File: src/rtl/issue_dispatch_sb.sv
// Issue stage: register-status scoreboard plus lowest-free-unit allocator for N_ALU/N_MEM units.
// Operands leave as a value or as the producer tag; the ROB writeback bus frees units and commits values.
module issue_dispatch_sb #(
  parameter int N_ALU = 3,
  parameter int N_MEM = 1,
  parameter int XLEN  = 32,
  parameter int NREG  = 32,
  parameter int SEQ_W = 4,
  parameter int TAG_W = $clog2(N_ALU + N_MEM + 1)
) (
  input  logic                     clk,
  input  logic                     rst,
  input  logic                     flush,
  input  logic                     id_valid,
  output logic                     id_ready,
  input  logic [1:0]               id_kind,
  input  logic [$clog2(NREG)-1:0]  id_rs1,
  input  logic                     id_use_rs1,
  input  logic [$clog2(NREG)-1:0]  id_rs2,
  input  logic                     id_use_rs2,
  input  logic [$clog2(NREG)-1:0]  id_rd,
  input  logic                     id_wr_rd,
  input  logic                     wb_valid,
  input  logic [TAG_W-1:0]         wb_tag,
  input  logic [$clog2(NREG)-1:0]  wb_rd,
  input  logic [XLEN-1:0]          wb_data,
  output logic                     iss_valid,
  output logic [TAG_W-1:0]         iss_tag,
  output logic [SEQ_W-1:0]         iss_seq,
  output logic [TAG_W-1:0]         iss_q1,
  output logic [TAG_W-1:0]         iss_q2,
  output logic [XLEN-1:0]          iss_v1,
  output logic [XLEN-1:0]          iss_v2,
  output logic [N_ALU+N_MEM-1:0]   busy_units
);

  localparam int NU = N_ALU + N_MEM;
  localparam int RW = $clog2(NREG);

  logic [NU-1:0]    busy, busy_nxt, alloc_mask;
  logic [TAG_W-1:0] stat [NREG];
  logic [XLEN-1:0]  regs [NREG];
  logic [SEQ_W-1:0] seq;
  logic             is_op, alloc_found, fire, wb_ok, wb_commit;
  logic [TAG_W-1:0] alloc_tag, q1_nxt, q2_nxt;
  logic [XLEN-1:0]  v1_nxt, v2_nxt;

  function automatic logic [TAG_W+XLEN-1:0] operand(
    input logic             use_rs,
    input logic [RW-1:0]    rs,
    input logic [TAG_W-1:0] st,
    input logic [XLEN-1:0]  val,
    input logic             hit_ok,
    input logic [TAG_W-1:0] hit_tag,
    input logic [XLEN-1:0]  hit_data
  );
    if (!use_rs || rs == '0)            operand = '0;
    else if (st == '0)                  operand = {{TAG_W{1'b0}}, val};
    else if (hit_ok && hit_tag == st)   operand = {{TAG_W{1'b0}}, hit_data};
    else                                operand = {st, {XLEN{1'b0}}};
  endfunction

  assign is_op     = (id_kind == 2'd1) || (id_kind == 2'd2);
  assign id_ready  = id_valid && !flush && !rst && (!is_op || alloc_found);
  assign fire      = id_ready && is_op;
  assign wb_ok     = wb_valid && (wb_tag != '0) && (wb_tag <= TAG_W'(NU));
  assign wb_commit = wb_ok && (wb_rd != '0) && (stat[wb_rd] == wb_tag);
  assign busy_units = busy;

  always_comb begin
    alloc_found = 1'b0;
    alloc_tag   = '0;
    alloc_mask  = '0;
    for (int unsigned i = 0; i < NU; i++) begin
      if (!alloc_found && !busy[i] &&
          ((id_kind == 2'd1 && i <  unsigned'(N_ALU)) ||
           (id_kind == 2'd2 && i >= unsigned'(N_ALU)))) begin
        alloc_found   = 1'b1;
        alloc_tag     = TAG_W'(i + 1);
        alloc_mask[i] = 1'b1;
      end
    end
  end

  // Free before allocate, so a unit released this cycle cannot be re-granted until the next one.
  always_comb begin
    busy_nxt = busy;
    for (int unsigned i = 0; i < NU; i++) begin
      if (wb_ok && wb_tag == TAG_W'(i + 1)) busy_nxt[i] = 1'b0;
    end
    if (flush) busy_nxt = '0;
    if (fire)  busy_nxt = busy_nxt | alloc_mask;
  end

  assign {q1_nxt, v1_nxt} = operand(id_use_rs1, id_rs1, stat[id_rs1], regs[id_rs1], wb_ok, wb_tag, wb_data);
  assign {q2_nxt, v2_nxt} = operand(id_use_rs2, id_rs2, stat[id_rs2], regs[id_rs2], wb_ok, wb_tag, wb_data);

  always_ff @(posedge clk) begin
    if (rst) begin
      busy      <= '0;
      seq       <= '0;
      iss_valid <= 1'b0;
      iss_tag   <= '0;
      iss_seq   <= '0;
      iss_q1    <= '0;
      iss_q2    <= '0;
      iss_v1    <= '0;
      iss_v2    <= '0;
      for (int unsigned r = 0; r < NREG; r++) begin
        stat[r] <= '0;
        regs[r] <= '0;
      end
    end else begin
      busy      <= busy_nxt;
      iss_valid <= fire;
      if (wb_commit) begin
        regs[wb_rd] <= wb_data;
        stat[wb_rd] <= '0;
      end
      if (flush) begin
        for (int unsigned r = 0; r < NREG; r++) stat[r] <= '0;
      end
      // Rename is written last so a same-cycle rename of wb_rd overrides the commit's clear.
      if (fire) begin
        iss_tag <= alloc_tag;
        iss_seq <= seq;
        seq     <= seq + 1'b1;
        iss_q1  <= q1_nxt;
        iss_v1  <= v1_nxt;
        iss_q2  <= q2_nxt;
        iss_v2  <= v2_nxt;
        if (id_wr_rd && id_rd != '0) stat[id_rd] <= alloc_tag;
      end
    end
  end

endmodule

File: config.mk
export PLATFORM = sky130hd
export DESIGN_NAME = issue_dispatch_sb
export DESIGN_NICKNAME = d
export VERILOG_FILES = /design/src/rtl/issue_dispatch_sb.sv
export SDC_FILE = /design/constraint.sdc
export NUM_CORES = 2
export LEC_CHECK = 0
export ABC_CLOCK_PERIOD_IN_PS = 14600
export CAP_MARGIN = 10
export CORE_UTILIZATION = 60
export CTS_BUF_LIST = sky130_fd_sc_hd__clkbuf_8
export CTS_CLUSTER_DIAMETER = 100
export CTS_CLUSTER_SIZE = 40
export DETAILED_ROUTE_END_ITERATION = 7
export PLACE_DENSITY = 0.8
export SETUP_SLACK_MARGIN = 0.1
export SLEW_MARGIN = 40
export SYNTH_ARGS = -nofsm -noshare
export SYNTH_HDL_FRONTEND = slang
export SYNTH_SLANG_ARGS = --single-unit
File: constraint.sdc
create_clock -name clk -period 14.6 [get_ports clk]
set_input_delay 2.19 -clock clk [delete_from_list [all_inputs] [get_ports clk]]
set_output_delay 2.19 -clock clk [all_outputs]
set_load 0.02 [all_outputs]
==> qor.yml <==
drcViolationCount: 2
die_area_sq_mm: 0.109
grt_use_met3: 0.0989
status: "finished with violations"
tightest_slew_ns: 0.960
synth_top_area_frac: 0.520
grt_antenna_before_repair: 15
first_pass_iters: 8
die_height_um: 330
dpl.hpwl_um: 128000
drtIter0Drc: 7256
cts_inserted_buffers: 42
critPathCapture: "regs[11][10]"
postRouteAntennaNets: 0
cp-startpoint: "wb_rd[1]"
ys.warnings.count: 0
post_cts_resized: 0
gp_congestion: 0.933
syn_avg_cell_area_sq_um: 14.9
finalWorstSetupSlack_ns: 7.81
clock.fmax_mhz: 147
p_leak_nw: 23.3
grt_use_met1: 0.513
drive_gt1_frac: 0.236
power_density_mw_per_mm2: 93.2
grt_pass1_vias: 42104
h-tree-depth: 2
die_w_um: 330
grt_max_degree: 73
syn-cell-area_sq_mm: 0.0647
cts_tree: "yes"
rsz0062_at_grt: "no"
synthFlopType: "edfxtp_1"
yosysTopAreaCell: "edfxtp_1"
synth.area.top_cells: "edfxtp_1 (52%), mux4_2 (22%), and2_1 (8.4%), dfxtp_1 (2.7%), mux2i_1 (2.3%)"
yosysUniqueCellTypes: 60
rr_endpoint: "regs[11][10]"
overflow: 0
place_area_sq_mm: 0.0676
synth_edf_count: 1120
area_growth_pct: 5.98
vias: 42632
violations: "design-rule violations"
synth_seq_cells: 1206
vdd_drop_max_mv: 0.0976
grt.busiest_layer: "met2"
core_sq_mm: 0.107
wl_per_cell_um: 37.3
grt.total_usage: 0.393
post-place-ws_ns: 6.91
final_area_sq_mm: 0.0686
setup_viol: 0
syn_inst: 4345
relSlewSlack: 0.360
clockBufferDepth: 3
cts.sinks: 1206
finalCritPeriodShare: 0.465
reg2regPathDepth: 10
drv_slew: 0
hold_class: "flip-flop to flip-flop"
r2r_slack_ns: 9.68
finClkSkew_ns: 0.0954
drv_cap: 0
final_nets: 4301
critPathArrivalTime_ns: 7.31
critPathCaptureType: "flip-flop"
final.setup.tns_ns: 0
cts.clk_slew.worst_paths_ns: 0.23
postCtsSetupBuffers: 0
final_hold_viol_count: 0
root_buffer: "clkbuf_8"
critical_path.max_fanout: 54
crit_required_ns: 15.12
synth-async-reset-ratio: 0
critPathLaunchType: "input pin"
clk_latency_ns: 0.90
initial_utilization: 0.605
grt_pass1_wl_um: 300000
r2r_start: "stat[23][0]"
port_buffers: 147
row_count: 120
met2_usage: 0.592
period_minus_slack_ns: 6.79
totalWireLength_um: 211000
critPathKind: "input pin to flip-flop"
vias_per_cell: 7.52
ys_seq_area_frac: 0.546
hold_buffers: 0
ios: 148
worst min path at each step:
stage | start | to | slack, ns | cells past startpoint
finish | seq[3] | iss_seq[3] | 0.39 | 2
global route | seq[3] | iss_seq[3] | 0.40 | 2
CTS | seq[3] | iss_seq[3] | 0.39 | 2
detailed placement | iss_seq[2] | iss_seq[2] | 0.45 | 2
global placement | iss_seq[0] | iss_seq[0] | 0.45 | 2
floorplan | seq[3] | iss_seq[3] | 0.44 | 2
synth_stat cells, drive strengths merged (3+ instances only):
master	n
nor2b	10
nand2	112
clkbuf	344
inv	46
nor3	193
nor4	33
a21oi	27
nand2b	13
buf	133
and2	872
or3	31
nor2	91
nand3b	4
dfxtp	86
edfxtp	1120
xnor2	6
a221oi	23
mux2i	149
o211ai	12
mux4	627
a22oi	114
nand3	68
o21ai	80
a32oi	13
xor2	6
a31oi	7
a32o	6
or2	30
a211oi	5
o21bai	4
o221ai	6
a21o	5
ha	3
or3b	3
o21a	10
mux2	36
nand4	5
kinds of logic (layout without fill, tap and decap cells):
logic type,count (synthesis),in the layout,synth area share
simple gates,1470,1470,0.134
compound gates,318,318,0.0355
fa+ha+maj,3,3,0.000580
other cells,1,37,0.0000579
flops,1206,1206,0.546
buf+inv,523,410,0.0341
mux,812,812,0.248
xor+xnor,12,12,0.00162
metrics by stage:
step	power (mW)	cells	hold slack [ns]	utilization
global route	6.51	5670	0.400	0.641
global placement	4.94	5582	0.446	0.628
floorplan	4.61	4379	0.444	-
CTS	6.35	5668	0.393	0.640
detailed placement	4.97	5591	0.450	0.631
finish	6.40	5671	0.389	0.641
per-layer routing:
layer / part of all wire / wire [um]
met4: 0.078 / 16400
met5: 0.00038 / 80
met3: 0.14 / 29500
met1: 0.33 / 69400
met2: 0.45 / 96000
cell usage in the layout, fill, tap and decap left out, types with 68 or more instances in the layout:
cell type,count
a22oi_1,114
and2_1,872
buf_4,119
clkdlybuf4s50_1,130
dfxtp_1,86
edfxtp_1,1120
mux2i_1,147
mux4_2,625
nand2_1,108
nand3_1,68
nor2_1,87
nor3_1,193
area by class of cell:
cell class / count / area, sq um
clock inverters: 33 / 399
inverters: 46 / 178
repair buffers: 287 / 2740
flip-flops and latches: 1206 / 35400
well taps: 1403 / 1760
clock buffers: 44 / 606
fillers: 7472 / 38400
diodes: 2 / 5.00
multi-input cells: 2650 / 27600
where the power goes:
part | switching (mW) | leakage (nW) | total (mW) | internal (mW)
sequential | 0.0779 | 12.1 | 3.97 | 3.89
clock | 1.13 | 0.528 | 1.47 | 0.349
combinational | 0.573 | 10.6 | 0.953 | 0.380
sequential cells by signal, summed over array words and instances, names as in the netlist:
register	cells
regs	1024
stat	96
iss_v1	32
iss_v2	32
busy_units	4
iss_seq	4
seq	4
iss_q1	3
iss_q2	3
iss_tag	3
iss_valid	1
critical path, stage by stage:
cell,delay (ns)
clkdlybuf4s50_1,0.87
nor2_1,0.37
a22oi_1,0.24
a21oi_1,0.10
nor4_1,0.70
xor2_4,0.13
buf_4,0.36
or3_4,0.66
buf_4,0.42
o21bai_4,0.65
buf_4,0.55
Note: power is estimated with default switching activity, not from simulation.
